<file path="config.mk">
export PLATFORM = sky130hd
export DESIGN_NAME = pipelined_mips_hazard_controller_flat
export DESIGN_NICKNAME = d
export VERILOG_FILES = /design/src/rtl/pipelined_mips_hazard_controller_pkg.sv /design/src/rtl/pipelined_mips_hazard_controller_if.sv /design/src/rtl/pipelined_mips_hazard_fields.sv /design/src/rtl/pipelined_mips_hazard_controller.sv /design/src/flat_wrapper.sv
export SDC_FILE = /design/constraint.sdc
export NUM_CORES = 1
export LEC_CHECK = 0
export CORE_MARGIN = 5
export CORE_UTILIZATION = 48
export DETAILED_ROUTE_END_ITERATION = 6
export GPL_TIMING_DRIVEN = 0
export PLACE_DENSITY = 0.91
export SLEW_MARGIN = 5
export SYNTH_ARGS = -nofsm -noshare
export SYNTH_HDL_FRONTEND = slang
export SYNTH_HIERARCHICAL = 1
export SYNTH_SLANG_ARGS = --single-unit
</file>
<file path="constraint.sdc">
create_clock -name i_clk -period 2.43 [get_ports i_clk]
set_input_delay 0.486 -clock i_clk [delete_from_list [all_inputs] [get_ports i_clk]]
set_output_delay 0.486 -clock i_clk [all_outputs]
set_load 0.005 [all_outputs]
</file>
<file path="src/rtl/pipelined_mips_hazard_controller_pkg.sv">
// Shared types and control-bus field layout for the MIPS hazard controller.
// The MIPS_HAZARD_FORWARDING_EN build macro selects forwarding or stall-only mode.
package pipelined_mips_hazard_controller_pkg;

  localparam int CTRL_W = 26;

  localparam int ALU_B_SRC_LSB   = 0;
  localparam int ALU_CTRL_LSB    = 2;
  localparam int MEM_WE_BIT      = 5;
  localparam int WR_EN_BIT       = 6;
  localparam int WR_DATA_SRC_BIT = 7;
  localparam int WR_ADDR_SRC_BIT = 8;
  localparam int S_ADDR_LSB      = 9;
  localparam int T_ADDR_LSB      = 14;
  localparam int D_ADDR_LSB      = 19;
  localparam int IS_BRANCH_BIT   = 24;
  localparam int IS_JUMP_BIT     = 25;

  localparam logic [1:0] REGISTER_OUTPUT_2 = 2'b00;

  localparam logic [1:0] FWD_SEL_REGFILE = 2'b00;
  localparam logic [1:0] FWD_SEL_EXMEM   = 2'b01;
  localparam logic [1:0] FWD_SEL_MEMWB   = 2'b10;

  typedef struct packed {
    logic       reads_s;
    logic       reads_t;
    logic [4:0] s;
    logic [4:0] t;
    logic [4:0] dest;
    logic       writes;
    logic       is_load;
    logic       is_jump;
  } id_info_t;

  typedef struct packed {
    logic       valid;
    logic       writes;
    logic       is_load;
    logic [4:0] dest;
  } stage_t;

  // Register 0 is hardwired, so it never creates a dependency.
  function automatic logic hits(
    input stage_t     st,
    input logic [4:0] r,
    input logic       used
  );
    return used & st.valid & st.writes
         & (r != 5'd0) & (st.dest == r);
  endfunction

endpackage

</file>
<file path="src/rtl/pipelined_mips_hazard_controller_if.sv">
// Control-bus and hazard-response bundle between ID datapath and controller.
// Signal set is identical with or without MIPS_HAZARD_FORWARDING_EN.
interface pipelined_mips_hazard_controller_if;
  import pipelined_mips_hazard_controller_pkg::*;

  logic [CTRL_W-1:0] i_id_control_signals;
  logic              i_id_valid;
  logic              i_ex_branch_taken;
  logic              i_mem_stall;
  logic              o_pc_write_enable;
  logic              o_if_id_write_enable;
  logic              o_if_id_flush;
  logic              o_id_ex_flush;
  logic [1:0]        o_fwd_a_sel;
  logic [1:0]        o_fwd_b_sel;
  logic              o_id_wb_bypass_a;
  logic              o_id_wb_bypass_b;

  modport master (
    output i_id_control_signals,
    output i_id_valid,
    output i_ex_branch_taken,
    output i_mem_stall,
    input  o_pc_write_enable,
    input  o_if_id_write_enable,
    input  o_if_id_flush,
    input  o_id_ex_flush,
    input  o_fwd_a_sel,
    input  o_fwd_b_sel,
    input  o_id_wb_bypass_a,
    input  o_id_wb_bypass_b
  );

  modport slave (
    input  i_id_control_signals,
    input  i_id_valid,
    input  i_ex_branch_taken,
    input  i_mem_stall,
    output o_pc_write_enable,
    output o_if_id_write_enable,
    output o_if_id_flush,
    output o_id_ex_flush,
    output o_fwd_a_sel,
    output o_fwd_b_sel,
    output o_id_wb_bypass_a,
    output o_id_wb_bypass_b
  );

endinterface

</file>
<file path="src/rtl/pipelined_mips_hazard_fields.sv">
// Unpacks the ID control bus into the register-usage view the hazard logic needs.
// Independent of MIPS_HAZARD_FORWARDING_EN.
module pipelined_mips_hazard_fields
  import pipelined_mips_hazard_controller_pkg::*;
(
  input  logic [CTRL_W-1:0] i_ctrl,
  output id_info_t          o_info
);

  logic [1:0] w_alu_b_src;
  logic [4:0] w_dest;
  logic       w_unused;

  assign w_alu_b_src = i_ctrl[ALU_B_SRC_LSB +: 2];
  assign w_dest = i_ctrl[WR_ADDR_SRC_BIT]
                ? i_ctrl[D_ADDR_LSB +: 5]
                : i_ctrl[T_ADDR_LSB +: 5];

  assign w_unused = ^{i_ctrl[ALU_CTRL_LSB +: 3],
                      i_ctrl[IS_BRANCH_BIT]};

  always_comb begin
    o_info         = '0;
    o_info.reads_s = ~i_ctrl[IS_JUMP_BIT];
    o_info.reads_t = (w_alu_b_src == REGISTER_OUTPUT_2)
                   | i_ctrl[MEM_WE_BIT];
    o_info.s       = i_ctrl[S_ADDR_LSB +: 5];
    o_info.t       = i_ctrl[T_ADDR_LSB +: 5];
    o_info.dest    = w_dest;
    o_info.writes  = i_ctrl[WR_EN_BIT] & (w_dest != 5'd0);
    o_info.is_load = i_ctrl[WR_DATA_SRC_BIT];
    o_info.is_jump = i_ctrl[IS_JUMP_BIT];
  end

endmodule

</file>
<file path="src/rtl/pipelined_mips_hazard_controller.sv">
// Hazard/forwarding sequencer for a 5-stage MIPS pipeline.
// Define MIPS_HAZARD_FORWARDING_EN for forwarding; otherwise RAW hazards stall.
module pipelined_mips_hazard_controller
  import pipelined_mips_hazard_controller_pkg::*;
(
  input logic                               i_clk,
  input logic                               i_rst_n,
  pipelined_mips_hazard_controller_if.slave bus
);

  id_info_t w_id;
  stage_t   r_ex;
  stage_t   r_mem;
  stage_t   r_wb;

  logic w_s_ex;
  logic w_t_ex;
  logic w_s_mem;
  logic w_t_mem;
  logic w_stall;
  logic w_jump;
  logic w_bubble;
  logic w_pc_we;
  logic w_if_id_we;
  logic w_if_id_flush;
  logic w_id_ex_flush;
  logic w_unused;

  pipelined_mips_hazard_fields u_fields (
    .i_ctrl (bus.i_id_control_signals),
    .o_info (w_id)
  );

  assign w_s_ex  = hits(r_ex, w_id.s, w_id.reads_s);
  assign w_t_ex  = hits(r_ex, w_id.t, w_id.reads_t);
  assign w_s_mem = hits(r_mem, w_id.s, w_id.reads_s);
  assign w_t_mem = hits(r_mem, w_id.t, w_id.reads_t);
  assign w_jump  = bus.i_id_valid & w_id.is_jump;
  assign w_unused = r_wb.is_load;

`ifdef MIPS_HAZARD_FORWARDING_EN
  assign w_stall = bus.i_id_valid & r_ex.is_load
                 & (w_s_ex | w_t_ex);
`else
  // Without forwarding a consumer waits until its producer reaches WB.
  assign w_stall = bus.i_id_valid
                 & (w_s_ex | w_t_ex | w_s_mem | w_t_mem);
`endif

  always_comb begin
    w_pc_we       = 1'b1;
    w_if_id_we    = 1'b1;
    w_if_id_flush = 1'b0;
    w_id_ex_flush = 1'b0;
    priority case (1'b1)
      !i_rst_n: ;
      bus.i_mem_stall: begin
        w_pc_we    = 1'b0;
        w_if_id_we = 1'b0;
      end
      bus.i_ex_branch_taken: begin
        w_if_id_flush = 1'b1;
        w_id_ex_flush = 1'b1;
      end
      w_stall: begin
        w_pc_we       = 1'b0;
        w_if_id_we    = 1'b0;
        w_id_ex_flush = 1'b1;
      end
      w_jump: w_if_id_flush = 1'b1;
      default: ;
    endcase
  end

  assign w_bubble = w_id_ex_flush | ~bus.i_id_valid;

  always_ff @(posedge i_clk or negedge i_rst_n) begin
    if (!i_rst_n) begin
      r_ex  <= '0;
      r_mem <= '0;
      r_wb  <= '0;
    end else if (!bus.i_mem_stall) begin
      r_wb  <= r_mem;
      r_mem <= r_ex;
      if (w_bubble) begin
        r_ex <= '0;
      end else begin
        r_ex.valid   <= 1'b1;
        r_ex.writes  <= w_id.writes;
        r_ex.is_load <= w_id.is_load;
        r_ex.dest    <= w_id.dest;
      end
    end
  end

`ifdef MIPS_HAZARD_FORWARDING_EN
  logic [1:0] r_fwd_a;
  logic [1:0] r_fwd_b;

  // Youngest producer wins: EX/MEM result beats MEM/WB data.
  always_ff @(posedge i_clk or negedge i_rst_n) begin
    if (!i_rst_n) begin
      r_fwd_a <= FWD_SEL_REGFILE;
      r_fwd_b <= FWD_SEL_REGFILE;
    end else if (!bus.i_mem_stall) begin
      if (w_bubble) begin
        r_fwd_a <= FWD_SEL_REGFILE;
        r_fwd_b <= FWD_SEL_REGFILE;
      end else begin
        r_fwd_a <= w_s_ex  ? FWD_SEL_EXMEM :
                   w_s_mem ? FWD_SEL_MEMWB :
                             FWD_SEL_REGFILE;
        r_fwd_b <= w_t_ex  ? FWD_SEL_EXMEM :
                   w_t_mem ? FWD_SEL_MEMWB :
                             FWD_SEL_REGFILE;
      end
    end
  end

  assign bus.o_fwd_a_sel = r_fwd_a;
  assign bus.o_fwd_b_sel = r_fwd_b;
`else
  assign bus.o_fwd_a_sel = FWD_SEL_REGFILE;
  assign bus.o_fwd_b_sel = FWD_SEL_REGFILE;
`endif

  assign bus.o_pc_write_enable    = w_pc_we;
  assign bus.o_if_id_write_enable = w_if_id_we;
  assign bus.o_if_id_flush        = w_if_id_flush;
  assign bus.o_id_ex_flush        = w_id_ex_flush;
  assign bus.o_id_wb_bypass_a =
    hits(r_wb, w_id.s, w_id.reads_s);
  assign bus.o_id_wb_bypass_b =
    hits(r_wb, w_id.t, w_id.reads_t);

endmodule

</file>
<file path="src/flat_wrapper.sv">
// flat-port wrapper written by rule: the top's interface ports become plain ports
module pipelined_mips_hazard_controller_flat import pipelined_mips_hazard_controller_pkg::*;
  (i_clk, i_rst_n, bus_i_id_control_signals, bus_i_id_valid, bus_i_ex_branch_taken, bus_i_mem_stall, bus_o_pc_write_enable, bus_o_if_id_write_enable, bus_o_if_id_flush, bus_o_id_ex_flush, bus_o_fwd_a_sel, bus_o_fwd_b_sel, bus_o_id_wb_bypass_a, bus_o_id_wb_bypass_b);
  pipelined_mips_hazard_controller_if bus_i ();
  input logic i_clk;
  input logic i_rst_n;
  input wire logic [$bits(bus_i.i_id_control_signals)-1:0] bus_i_id_control_signals;
  input wire logic [$bits(bus_i.i_id_valid)-1:0] bus_i_id_valid;
  input wire logic [$bits(bus_i.i_ex_branch_taken)-1:0] bus_i_ex_branch_taken;
  input wire logic [$bits(bus_i.i_mem_stall)-1:0] bus_i_mem_stall;
  output wire logic [$bits(bus_i.o_pc_write_enable)-1:0] bus_o_pc_write_enable;
  output wire logic [$bits(bus_i.o_if_id_write_enable)-1:0] bus_o_if_id_write_enable;
  output wire logic [$bits(bus_i.o_if_id_flush)-1:0] bus_o_if_id_flush;
  output wire logic [$bits(bus_i.o_id_ex_flush)-1:0] bus_o_id_ex_flush;
  output wire logic [$bits(bus_i.o_fwd_a_sel)-1:0] bus_o_fwd_a_sel;
  output wire logic [$bits(bus_i.o_fwd_b_sel)-1:0] bus_o_fwd_b_sel;
  output wire logic [$bits(bus_i.o_id_wb_bypass_a)-1:0] bus_o_id_wb_bypass_a;
  output wire logic [$bits(bus_i.o_id_wb_bypass_b)-1:0] bus_o_id_wb_bypass_b;
  assign bus_i.i_id_control_signals = bus_i_id_control_signals;
  assign bus_i.i_id_valid = bus_i_id_valid;
  assign bus_i.i_ex_branch_taken = bus_i_ex_branch_taken;
  assign bus_i.i_mem_stall = bus_i_mem_stall;
  assign bus_o_pc_write_enable = bus_i.o_pc_write_enable;
  assign bus_o_if_id_write_enable = bus_i.o_if_id_write_enable;
  assign bus_o_if_id_flush = bus_i.o_if_id_flush;
  assign bus_o_id_ex_flush = bus_i.o_id_ex_flush;
  assign bus_o_fwd_a_sel = bus_i.o_fwd_a_sel;
  assign bus_o_fwd_b_sel = bus_i.o_fwd_b_sel;
  assign bus_o_id_wb_bypass_a = bus_i.o_id_wb_bypass_a;
  assign bus_o_id_wb_bypass_b = bus_i.o_id_wb_bypass_b;
  pipelined_mips_hazard_controller u_core (.i_clk(i_clk), .i_rst_n(i_rst_n), .bus(bus_i));
endmodule
</file>
# Word level (Yosys, flattened, before mapping)
# Index checks and enable logic that the tools add are counted.
# word_totals
word_cells	68
latch_bits	0
regBits	21
memories	0
romBits	0
output_inout_bits	10
in_bits	31
ramBits	0
# op_classes
add_sub_neg	0
eq_ne	6
n_shift	0
order_cmp	0
bitwise_logic	34
muxes	15
mul	0
div	0
n_reduce_logical	4
# op_table
operator	count
5-bit equality test	6
1-bit AND	27
5-bit nonzero test	3
1-bit two-way mux	13
8-bit two-way mux	1
5-bit two-way mux	1
1-bit OR	5
2-bit logical NOT	1
1-bit NOT	2

# Depth between registers and ports, before layout
# logic_depth
depth_word	16
depth_mapped	7
depth_no_buf	5

# By module
# The synthesis kept the hierarchy.
# modules_own_cells
mod	area_per_inst_um2	cells_per_inst	n_inst
pipelined_mips_hazard_controller	1356.3	128	1
pipelined_mips_hazard_fields	181.4	22	1

# Least setup slack after synthesis
# Ideal clock, no wire load.
# synth_timing
path_type	in2out
startpoint	input port bus_i_id_control_signals[10]
endpoint	output port bus_o_pc_write_enable
stages	6
path_slack_ns	0.168
required_ns	1.944
path_buffers	2
arrival_ns	1.776
path_cell_list	buf_4 -> or4_1 -> o21ai_2 -> o22ai_2 -> a22oi_2 -> buf_4
# synth_between
elab_chain_cells	11
word_cells_on_any_way	15
cone_classes	eq/ne (2); mux (4); bitwise (8); reduce/logical (1)
# synth_rtl
element	line	rtl
from (decl)	flat_wrapper.sv:7	input wire logic [$bits(bus_i.i_id_control_signals)-1:0] bus_i_id_control_signals;
5-bit nonzero test	pipelined_mips_hazard_controller_pkg.sv:50	& (r != 5'd0) & (st.dest == r);
1-bit AND (2 in series)	pipelined_mips_hazard_controller_pkg.sv:50	
1-bit OR	pipelined_mips_hazard_controller.sv:47	& (w_s_ex | w_t_ex | w_s_mem | w_t_mem);
1-bit OR (*) (2 in series)	pipelined_mips_hazard_controller.sv:47	
1-bit AND (*)	pipelined_mips_hazard_controller.sv:47	
1-bit two-way mux (*) (4 in series)	-	
to (decl)	flat_wrapper.sv:11	output wire logic [$bits(bus_i.o_pc_write_enable)-1:0] bus_o_pc_write_enable;
# Every way passes the cells marked *; elsewhere a longest branch is shown, timed or not.

# Worst setup path in the final report
# layout_timing
startpoint	register u_core/r_ex[4] (netlist bit)
endpoint	output port bus_o_if_id_flush
# layout_between
elab_chain_cells	10
word_cells_on_any_way	12
cone_classes	eq/ne (2); mux (4); bitwise (6)
# layout_rtl
element	line	rtl
from (decl)	pipelined_mips_hazard_controller.sv:12	stage_t r_ex;
5-bit equality test	pipelined_mips_hazard_controller_pkg.sv:50	
1-bit AND	pipelined_mips_hazard_controller_pkg.sv:50	
1-bit OR (*) (3 in series)	pipelined_mips_hazard_controller.sv:47	
1-bit AND (*)	pipelined_mips_hazard_controller.sv:47	
1-bit two-way mux (*) (4 in series)	pipelined_mips_hazard_controller.sv:55	priority case (1'b1)
to (decl)	flat_wrapper.sv:13	output wire logic [$bits(bus_i.o_if_id_flush)-1:0] bus_o_if_id_flush;
# Marks and branches as above.

==> run metrics <==
pin count of the biggest net entering global routing=26; DRC Markers=0; worst hold path class=in2async; cell family with most CP delay=flip-flops; die span in x=66.5 µm; share of layout cells above drive strength 1=0.395; mean routed wirelength per cell=15.6 µm; core box area=3050 µm²; row count=20; CTS Hold Bufs=0; Max-Cap Viols=0; via/cell ratio=5.29; worst-skew pair later-pin latency=0.30 ns; Worst slew margin=0.591; Worst path max stage delay=0.47 ns; Die Ht=66.5 µm; TritonCTS clock tree=yes; final std cells w/o fill=234; Top Ports=41; Final period util=0.992; Area Growth Syn to Fin=31.8%; Inserted Diodes=0; VDD IR max=0.192 mV; global placer's final weighted congestion=0.908; Hold WS=0.271 ns; RSZ-0062 raised after global routing=true; placed inst area=1850 µm²; post-route antenna net violation count=0; drt pass-1 iters=4; Final Setup Violations=0; # H-tree levels=1; CTS root buffer=clkbuf_4; clk_skew=0.00673 ns; Crit path arrival time=1.93 ns; status=finished, final reports clean; total routed wirelength=3640 µm; Worst Setup End Kind=output port; port buffer count=25; Critical Path Fanout Max=4; minimum clock period=2.41 ns; dpl cells=221; Nets=222; Initial Util=0.501; routed vias=1239; Leak=0.875 nW; Synth Area per Inst=10.3 µm²; Design Area, Final=2020 µm²; Req. time, crit path=1.94 ns; Cell Pwr Density=455 nW/µm²; final hold violation count=0; f_max=415 MHz; Worst Path Class, Setup=reg2out; grt ovf=0; # clock sinks=21; Startpoint Class=flip-flop; maximum clock path buffer count=2; fin. max-slew vios=0; crit-path cells=xor2_2, nor4_2, a22oi_2, o22ai_4, buf_6, o21ai_2, buf_2; CTS Buf Count=3; Starting DRT DRC Count=38; Synth Cell Area=1530 µm²; Cells after Synth=149; Fill cells=261; clock slew at reported path FFs=0.12 ns; GRT Resource Usage Total=0.171; Synth warnings=6; Slowest cell on crit path=dfrtp_2; Die ar.=4420 µm²; initial antenna violation count=0; setup TNS=0 ns; Final HPWL DP=2620 µm; worst path buffer plus inverter count=2; Slew @ Worst Pin=0.613 ns; first-pass GRT wire length=5770 µm; vias in the first global route=1286
where the power goes:
group          total (W)  internal (W)  switching, W
Sequential      0.000452      0.000397     0.0000550
Combinational   0.000298      0.000167      0.000131
Clock           0.000168     0.0000638      0.000104
Total           0.000918      0.000628      0.000290
final cells by class:
cell class,instances,area [µm²],share of cell area
multi-input combinational,111,955,0.473
sequential,21,527,0.261
timing repair buffer,35,308,0.153
buffer,18,143,0.0707
tap,44,55.1,0.0273
clock buffer,4,26.3,0.0130
inverter,1,3.75,0.00186
flip-flops by register name, summed over array words and instances, names as in the netlist:
signal and flops:
u_core/r_mem 7, u_core/r_wb 7, u_core/r_ex 7
worst register-to-register path, delay by kind of cell (launching register included):
| family | cells | cell delay, ns |
|---|---|---|
| xor+xnor | 1 | 0.17 |
| simple gates | 1 | 0.33 |
| flops | 1 | 0.47 |
| buf+inv | 2 | 0.27 |
| compound gates | 3 | 0.46 |
final timing paths:
check                                from           endpoint  slack (ns)  depth (start not counted)
max reg2reg                u_core/r_ex[4]     u_core/r_ex[1]        0.62                          7
min reg2reg                u_core/r_wb[6]     u_core/r_wb[6]        0.52                          1
max in group asynchronous         i_rst_n     u_core/r_ex[4]        1.73                          1
min                               i_rst_n     u_core/r_ex[4]        0.27                          1
min in group i_clk         u_core/r_wb[6]     u_core/r_wb[6]        0.52                          1
max                        u_core/r_ex[4]  bus_o_if_id_flush        0.02                          7
routing by layer:
layer | GRT usage | wire [µm] | vias up | share of wire
met1 | 0.218 | 1630 | 614 | 0.45
met4 | 0.0431 | 14 | 0 | 0.0038
met3 | 0.0202 | 142 | 2 | 0.039
met2 | 0.305 | 1850 | 28 | 0.51
li1 | - | - | 595 | -
met5 | 0 | 0 | - | 0
timing repair:
item / in CTS / in global routing
setup buffers: 10 / 0
pin swaps: 11 / 7
resized for setup: 58 / 8
endpoints found under the setup margin: 6 / 5
placed cells by master, fill, tap and decap left out, types with 3 or more instances in the layout:
| cell | count |
|---|---|
| xor2_1 | 21 |
| dfrtp_1 | 20 |
| mux2_2 | 17 |
| buf_4 | 17 |
| clkdlybuf4s50_1 | 13 |
| buf_2 | 8 |
| buf_6 | 8 |
| xnor2_1 | 8 |
| nor2_1 | 7 |
| o21ai_1 | 7 |
| nand3b_1 | 6 |
| a22oi_1 | 6 |
| nor4_2 | 5 |
| nand2_1 | 5 |
| clkbuf_1 | 4 |
| conb_1 | 4 |
| clkbuf_4 | 3 |
| a22oi_2 | 3 |
metrics by stage:
step	worst slack, ns	util	total power (W)
floorplan	0.168	-	0.000630
global placement	-0.905	0.605	0.000710
detailed placement	-0.922	0.605	0.000723
CTS	0.00574	0.653	0.000908
global route	-0.0677	0.661	0.000968
finish	0.0187	0.661	0.000918
(Power assumes the default switching activity.)
